--- src/rtl/enemy_bullet_gen.sv ---
// -----------------------------------------------------------------------------
// enemy_bullet_gen
//
// Drives the single enemy bullet. After a cooldown of FIRE_INTERVAL game ticks,
// a bullet spawns below the enemy plane. It then falls SPEED pixels per tick
// until it reaches Y_LIMIT or the player-hit judge consumes it. The outputs
// feed the judge's bullet position and enable inputs directly.
//
// Optional build macro:
//   AIMED_SHOT_EN - while in flight, each movement tick also steps eb_x by one
//                   pixel toward p_x+SPAWN_DX. The step saturates at 0/1023.
//                   Without the macro, eb_x stays constant during flight and
//                   p_x is unused.
//
// Ports:
//   clk       in   system clock
//   rst       in   asynchronous, active-high reset
//   tick      in   one-cycle game-step strobe
//   enemy_en  in   enemy plane alive
//   e_x, e_y  in   enemy position (10 bit)
//   p_x       in   player x (10 bit), used only with AIMED_SHOT_EN
//   hit       in   one-cycle pulse from the judge: bullet consumed
//   freeze    in   game over / pause; every register holds
//   eb_x,eb_y out  bullet position (10 bit), registered
//   eb_en     out  bullet live, registered
//   shots     out  bullets fired, 8 bit, wraps
// -----------------------------------------------------------------------------
module enemy_bullet_gen #(
    parameter int FIRE_INTERVAL = 8,
    parameter int SPEED         = 4,
    parameter int SPAWN_DX      = 20,
    parameter int SPAWN_DY      = 520,
    parameter int Y_LIMIT       = 960
) (
    input  logic       clk,
    input  logic       rst,
    input  logic       tick,
    input  logic       enemy_en,
    input  logic [9:0] e_x,
    input  logic [9:0] e_y,
    input  logic [9:0] p_x,
    input  logic       hit,
    input  logic       freeze,
    output logic [9:0] eb_x,
    output logic [9:0] eb_y,
    output logic       eb_en,
    output logic [7:0] shots
);

    typedef enum logic [1:0] {
        IDLE = 2'd0,
        COOL = 2'd1,
        FLY  = 2'd2
    } state_t;

    localparam logic [7:0]  CD_RELOAD = 8'(FIRE_INTERVAL - 1);
    localparam logic [9:0]  DX10      = 10'(SPAWN_DX);
    localparam logic [9:0]  DY10      = 10'(SPAWN_DY);
    localparam logic [10:0] SPD11     = 11'(SPEED);
    localparam logic [10:0] YLIM11    = 11'(Y_LIMIT);

    state_t      state, state_nxt;
    logic [7:0]  cd, cd_nxt;
    logic [9:0]  eb_x_nxt, eb_y_nxt;
    logic        eb_en_nxt;
    logic [7:0]  shots_nxt;

    // Spawn point wraps naturally at 10 bits.
    logic [9:0]  spawn_x, spawn_y;
    // The fall is computed one bit wider so the carry takes part in the limit
    // compare and the bullet can never wrap back to the top of the field.
    logic [10:0] ny;

    assign spawn_x = e_x + DX10;
    assign spawn_y = e_y + DY10;
    assign ny      = {1'b0, eb_y} + SPD11;

`ifdef AIMED_SHOT_EN
    logic [10:0] aim_tgt;
    assign aim_tgt = {1'b0, p_x} + 11'(SPAWN_DX);

    // One-pixel step toward the target. The step saturates at the ends of the
    // 10-bit range, because the target can lie beyond 1023.
    function automatic logic [9:0] step_toward(input logic [9:0]  x,
                                               input logic [10:0] tgt);
        logic [9:0] r;
        r = x;
        if ({1'b0, x} < tgt) begin
            if (x != 10'h3FF) r = x + 10'd1;
        end else if ({1'b0, x} > tgt) begin
            if (x != 10'h000) r = x - 10'd1;
        end
        return r;
    endfunction
`else
    logic unused_p_x;
    assign unused_p_x = ^p_x;
`endif

    always_ff @(posedge clk or posedge rst) begin
        if (rst) begin
            state <= IDLE;
            cd    <= 8'd0;
            eb_x  <= 10'd0;
            eb_y  <= 10'd0;
            eb_en <= 1'b0;
            shots <= 8'd0;
        end else begin
            state <= state_nxt;
            cd    <= cd_nxt;
            eb_x  <= eb_x_nxt;
            eb_y  <= eb_y_nxt;
            eb_en <= eb_en_nxt;
            shots <= shots_nxt;
        end
    end

    always_comb begin
        state_nxt = state;
        cd_nxt    = cd;
        eb_x_nxt  = eb_x;
        eb_y_nxt  = eb_y;
        eb_en_nxt = eb_en;
        shots_nxt = shots;

        if (!freeze) begin
            case (state)
                IDLE: begin
                    eb_en_nxt = 1'b0;
                    if (enemy_en) begin
                        cd_nxt    = CD_RELOAD;
                        state_nxt = COOL;
                    end
                end

                COOL: begin
                    eb_en_nxt = 1'b0;
                    if (!enemy_en) begin
                        state_nxt = IDLE;
                    end else if (tick) begin
                        if (cd != 8'd0) begin
                            cd_nxt = cd - 8'd1;
                        end else begin
                            eb_x_nxt  = spawn_x;
                            eb_y_nxt  = spawn_y;
                            eb_en_nxt = 1'b1;
                            shots_nxt = shots + 8'd1;
                            state_nxt = FLY;
                        end
                    end
                end

                FLY: begin
                    // The enemy may have died mid-flight. enemy_en matters only
                    // when the bullet retires. A hit overrides a same-cycle
                    // tick, and the position holds where the hit occurred.
                    if (hit || (tick && (ny >= YLIM11))) begin
                        eb_en_nxt = 1'b0;
                        cd_nxt    = CD_RELOAD;
                        state_nxt = enemy_en ? COOL : IDLE;
                    end else if (tick) begin
                        eb_y_nxt = ny[9:0];
`ifdef AIMED_SHOT_EN
                        eb_x_nxt = step_toward(eb_x, aim_tgt);
`endif
                    end
                end

                default: begin
                    eb_en_nxt = 1'b0;
                    state_nxt = IDLE;
                end
            endcase
        end
    end

endmodule

--- config.mk ---
export PLATFORM = sky130hd
export DESIGN_NAME = enemy_bullet_gen
export DESIGN_NICKNAME = d
export VERILOG_FILES = /design/src/rtl/enemy_bullet_gen.sv
export SDC_FILE = /design/constraint.sdc
export NUM_CORES = 1
export LEC_CHECK = 0
export BUFFER_PORTS_ARGS = -buffer_cell sky130_fd_sc_hd__buf_2
export CAP_MARGIN = 0
export CORE_ASPECT_RATIO = 1.5
export CORE_UTILIZATION = 50
export CTS_BUF_LIST = sky130_fd_sc_hd__clkbuf_16
export DETAILED_ROUTE_END_ITERATION = 8
export GPL_ROUTABILITY_DRIVEN = 0
export PLACE_DENSITY = 0.77
export SYNTH_ARGS = -nofsm -noshare
export SYNTH_HDL_FRONTEND = slang
export SYNTH_SLANG_ARGS = --single-unit
--- constraint.sdc ---
create_clock -name clk -period 2.45 [get_ports clk]
set_clock_uncertainty 0.05 [all_clocks]
set_input_delay 0.245 -clock clk [delete_from_list [all_inputs] [get_ports clk]]
set_output_delay 0.245 -clock clk [all_outputs]
set_load 0.02 [all_outputs]
==> results of run 1 <==
-- sequential cells by signal, indices dropped and copies added, names as in the netlist --
signal and count:
cd 8, eb_en 1, eb_x 10, eb_y 10, shots 8, state 2
-- layout make-up --
cell class	instances	share of cell area
inverter	9	0.0118
sequential	39	0.342
multi-input combinational	193	0.437
clock inverter	3	0.0224
clock buffer	5	0.0439
tap	48	0.0211
timing repair buffer	64	0.121
-- how the worst max path moves through the flow --
stage,slack [ns],to,start,cells after the start
2_1_floorplan,0.11,cd[3],eb_y[2],7
3_3_place_gp,0.22,cd[3],eb_y[2],7
3_5_place_dp,0.16,cd[3],eb_y[2],7
4_1_cts,0.12,cd[3],eb_y[2],7
5_1_grt,0.002,cd[6],eb_y[2],7
6_report,0.14,cd[3],eb_y[2],7
-- cells in the final DEF, fill, tap and decap left out, types with 2 or more instances in the layout --
cell / count
nand4_1: 4
nor2_2: 2
dfrtp_1: 39
buf_2: 54
xnor2_1: 9
o22ai_1: 3
nand2b_1: 4
nand4_2: 2
nand2_1: 45
xor2_1: 9
a21oi_1: 20
a22oi_4: 2
o21ai_0: 23
inv_1: 10
o21ai_1: 3
or3_1: 3
ha_1: 6
clkbuf_16: 5
bufinv_16: 2
o31ai_1: 4
o211ai_1: 2
nor2_1: 11
buf_4: 10
nor3_1: 2
a21o_1: 2
o32ai_1: 3
nand3_1: 9
a22o_1: 2
o41ai_1: 2
-- synth_stat cells, drive strengths merged --
library cell	count
a31oi	1
nor2	13
o311ai	1
dfrtp	39
o21ai	27
or2	1
clkbuf	5
nand4	7
nand3b	1
nand3	9
ha	6
a21o	2
or4	2
o22a	1
o41ai	3
nor3	3
a22oi	3
or3b	1
and4	1
inv	9
a21oi	20
o211ai	2
a22o	2
mux2i	1
xnor2	9
nand2	46
o2111ai	1
a31o	1
o31ai	4
xor2	9
or3	3
nand2b	4
o22ai	3
buf	6
o32ai	3
o21bai	2
and3	1
-- report_power, final --
| group | internal [mW] | switching, mW |
|---|---|---|
| Combinational | 0.265 | 0.431 |
| Clock | 0.579 | 0.246 |
| Sequential | 0.782 | 0.144 |
| Total | 1.63 | 0.821 |
-- worst max-delay path: cells and delay by family (launching register included) --
family	cells	cell delay (ns)
DFF	1	0.38
AOI/OAI and AO/OA	4	0.87
adders and majority gates	1	0.25
and+or+nand+nor	2	0.67
-- metrics by stage --
stage                util  total power, mW  hold WS, ns
finish              0.633             2.45       0.0261
global route        0.633             2.59       0.0933
CTS                 0.633             2.47       0.0489
detailed placement  0.591             1.63        0.346
global placement    0.591             1.61        0.342
floorplan               -             1.40        0.307
-- routing by layer --
layer | global-route usage | up-vias | wire (um)
li1 | - | 1018 | -
met1 | 0.264 | 988 | 2220
met2 | 0.413 | 64 | 2660
met3 | 0.0377 | 8 | 227
met4 | 0.0844 | 0 | 89
met5 | 0 | - | 0
-- cell families (layout without fill, tap and decap cells) --
| kind of cell | Yosys count | after routing | share of synthesized area |
|---|---|---|---|
| adders and majority gates | 6 | 6 | 0.0323 |
| buffers and inverters | 20 | 81 | 0.0441 |
| DFF | 39 | 39 | 0.420 |
| AOI/OAI and AO/OA | 76 | 76 | 0.228 |
| xor gates and xnor gates | 18 | 18 | 0.0678 |
| muxes | 1 | 1 | 0.00430 |
| and+or+nand+nor | 92 | 92 | 0.204 |
==> run summary, run 1 <==
Status - finished, violations left
Failing checks - DRC
H-tree Lvls - 2
DR pass1 iterations - 6
# DRC - 8
Hold-fix buffers, CTS - 0
Fmax - 0.432 GHz
Place WS - 0.156 ns
Top cells by area, synth - dfrtp_1 (42%), nand2_1 (7.3%), o21ai_0 (4.9%), a21oi_1 (4.3%), xnor2_1 (3.4%)
Detailed Place HPWL - 3670 um
Die height - 85.5 um
Iter 0 DRT Violations - 81
TNS Setup - 0 ns
Rows - 30
Post-Place Cell Area - 0.00266 sq mm
Clk pin slew, worst setup/hold paths - 0.06 ns
Total Routing Usage GR - 0.228
Crit-path slowest cell - dfrtp_1
Area of the multi-input gates - 0.00125 sq mm
Buffers on Ports - 54
Worst slew pin tran - 0.562 ns
Initial antenna violation count - 0
Reg2reg start - eb_y[2]
Die area - 0.00493 sq mm
Final period utilization - 0.944
Clock latency on the worst-skew pair - 0.28 ns
Top cell type's share of synthesized area - 0.420
Final setup violation count - 0
Fin. max-slew vios - 0
Initial core utilization - 0.516
DIE WIDTH - 57.7 um
Sink Count - 39
ANT cells - 0
Max-Cap Viols - 0
Share of post-route cells with drive strength above 1 - 0.278
R2r setup slk - 0.14 ns
# Post-CTS Setup Buffers - 0
Crit path largest cell delay - 0.38 ns
Synthesized area - 0.00233 sq mm
Dpl cells - 353
Vias - 2078
CTS tree - yes
RSZ-0062 raised after global routing - no
Vias in the first global route - 2009
Final Hold Viols - 0
Cell-by-cell trace of the critical path - ha_1 -> or3b_1 -> o22a_1 -> a22oi_4 -> a22oi_4 -> or2_4 -> o41ai_2
Reg area - 976 sq um
Crit-path most repeated cell - a22oi_4
Routed Antenna Nets - 0
Clock buffer depth - 2
# IOs - 65
Critical path data arrival time - 2.44 ns
Seq/Total Area, Yosys - 0.420
Req. time, crit path - 2.58 ns
Power per cell area - 858 mW/mm^2
CP Class - reg2reg
Pin count of the biggest net entering global routing - 40
First-pass GRT wire length - 8860 um
Core footprint - 0.00450 sq mm
Mapped Cells - 252
IR drop worst, VDD - 0.000686 V
End of the worst register-to-register path - cd[3]
Worst-path fanout max - 10
Path depth of the worst reg2reg path - 7
Avg Cell Area, Syn - 9.23 sq um
Global route overflow - 0
Yosys warnings - 0
Flops & latches, synth - 39
Startpoint types - flip-flop
Critical Path Sink Type - flip-flop
Leak - 1.44 nW
Setup ws final - 0.137 ns
Tmin final - 2.31 ns
Root Driver - clkbuf_16
# resized after CTS - 0
Non-filler cells, final - 361
Unique masters post-synth - 51
CTS buffer count - 5
Worst min-delay path class - in2async
Synth-to-layout area growth - 22.6%
Total Wirelength - 5200 um
Post-route cell area - 0.00285 sq mm
# fillers - 395
Nets - 354
Syn_nets - 294
DR WL/cell - 14.4 um
Yosys top cell by area - dfrtp_1
Slew HR - 0.624
Vias/cell - 5.76
No activity file was read; power rests on OpenSTA's default activity.
==> run 2, diff against run 1 <==
--- a/config.mk
+++ b/config.mk
@@ -10,9 +10,11 @@
 export CORE_ASPECT_RATIO = 1.5
 export CORE_UTILIZATION = 50
 export CTS_BUF_LIST = sky130_fd_sc_hd__clkbuf_16
+export CTS_CLUSTER_DIAMETER = 50
 export DETAILED_ROUTE_END_ITERATION = 8
 export GPL_ROUTABILITY_DRIVEN = 0
 export PLACE_DENSITY = 0.77
+export REMOVE_ABC_BUFFERS = 1
 export SYNTH_ARGS = -nofsm -noshare
 export SYNTH_HDL_FRONTEND = slang
 export SYNTH_SLANG_ARGS = --single-unit
==> run 2 against run 1 <==
  * The run still ends with DRC left
  * First-iteration DRC count shrank 7.4%
  * Worst hold slack improved by 0.0073 ns
  * Utilization decreased by 0.61 points
  * Final cell count down 0.28%
  * Critical path depth is the same
  * Sequential power hardly changed
  * Total power shrank 3.8%
  * Sequential share of layout area is 0.33 points higher
  * Register-to-register slack better by 0.02 ns
  * Via count is 2.3% lower
  * Maximum frequency increased by 0.67%
  * Clock power down 12%
==> run summary, run 2 (same netlist as run 1, synthesis figures left out) <==
H-tree Lvls - 2
Global route overflow - 0
Status - finished, violations left
Power per cell area - 833 mW/mm^2
Worst min-delay path class - in2async
Clk pin slew, worst setup/hold paths - 0.06 ns
Share of post-route cells with drive strength above 1 - 0.279
Core footprint - 0.00450 sq mm
Vias - 2030
Synth-to-layout area growth - 21.4%
Setup ws final - 0.152 ns
Design Power - 2.35 mW
Hold-fix buffers, CTS - 0
Crit path largest cell delay - 0.38 ns
ANT cells - 0
DR WL/cell - 13.8 um
# Post-CTS Setup Buffers - 0
Clock latency on the worst-skew pair - 0.28 ns
Fmax - 0.435 GHz
Commonest non-fill, non-tap cell in the layout - buf_2
Vias/cell - 5.64
Tmin final - 2.30 ns
Top flop regs - eb_x (10), eb_y (10)
Die area - 0.00493 sq mm
Vias in the first global route - 1947
CP top delay family - compound AO/OA/AOI/OAI gates
Critical Path Sink Type - flip-flop
CP Class - reg2reg
First-pass GRT wire length - 8380 um
Fin. max-slew vios - 0
# IOs - 65
DR pass1 iterations - 6
Root Driver - clkbuf_16
RSZ-0062 raised after global routing - no
Reg2reg start - eb_y[2]
Sink Count - 39
Buffers & Inverters on Critical Path - 0
Worst-path fanout max - 10
Final setup violation count - 0
CTS buffer count - 5
Crit-path slowest cell - dfrtp_1
Total Routing Usage GR - 0.214
Initial antenna violation count - 0
Final Hold Viols - 0
Critical path depth in cells - 7
Die height - 85.5 um
Path depth of the worst reg2reg path - 7
Worst setup path start - eb_y[2]
Failing checks - DRC
Detailed Place HPWL - 3590 um
Nets - 353
Slew HR - 0.605
IR drop worst, VDD - 0.000458 V
Startpoint types - flip-flop
Crit-path most repeated cell - a22oi_4
Critical path data arrival time - 2.42 ns
Buffers on Ports - 54
Final Util - 0.627
Routed Antenna Nets - 0
Req. time, crit path - 2.58 ns
CTS tree - yes
# DRC - 5
Leak - 1.43 nW
Clock buffer depth - 2
Cell-by-cell trace of the critical path - ha_1 -> or3b_1 -> o22a_1 -> a22oi_4 -> a22oi_4 -> or2_4 -> o41ai_2
Total Wirelength - 4980 um
Initial core utilization - 0.516
DIE WIDTH - 57.7 um
Rows - 30
Final period utilization - 0.938
Iter 0 DRT Violations - 75
Pin count of the biggest net entering global routing - 40
Place WS - 0.141 ns
Max-Cap Viols - 0
Most frequent cells in the layout - buf_2 (54), nand2_1 (45), dfrtp_1 (39)
Worst slew pin tran - 0.593 ns
# resized after CTS - 0
## run 2: changes by cell type in the layout (fill, tap and decap cells not counted), sizes merged
cell    delta
bufinv     -1
inv        -1
clkinv     +2
buf        -1
## run 2: worst reg2reg max path, cell delays in order, from the launching register on
cell and delay [ns]:
dfrtp_1 0.38, ha_1 0.26, or3b_1 0.37, o22a_1 0.22, a22oi_4 0.23, a22oi_4 0.13, or2_4 0.29, o41ai_2 0.27
## run 2: where the power goes
part	internal (mW)	total (mW)	switching (mW)
registers	0.782	0.924	0.142
clock network	0.480	0.730	0.250
logic	0.265	0.699	0.435
total	1.53	2.35	0.827
## run 2: per-stage QoR
stage	instance area [sq um]	hold WS, ns	std cells	TNS (ns)
after floorplan	2260	0.307	241	-0.262
after global placement	2660	0.336	352	0
after detailed placement	2660	0.345	352	0
after CTS	2820	0.0513	360	0
after global routing	2820	0.0891	360	0
final	2820	0.0334	360	0
## run 2: path summary, 6_finish.rpt
path	slack, ns	endpoint
setup / recovery	0.15	cd[3]
hold / removal	0.03	eb_en
setup reg to reg	0.15	cd[3]
hold reg to reg	0.41	shots[7]
max in group asynchronous	1.97	eb_y[4]
min in group clk	0.12	eb_x[0]
## run 2: cell type report
class / count / area, sq um
clock inverters: 3 / 43.8
clock buffers: 5 / 125
repair buffers: 63 / 338
well taps: 48 / 60.1
multi-input cells: 193 / 1250
flip-flops and latches: 39 / 976
inverters: 9 / 33.8
fillers: 391 / 1680
## run 2: per-layer routing
metal,vias to the layer above,routed length [um],global-route usage
met5,-,0,0
met4,0,47,0.0649
met3,5,198,0.0332
met2,58,2640,0.390
met1,953,2090,0.255
li1,1014,-,-
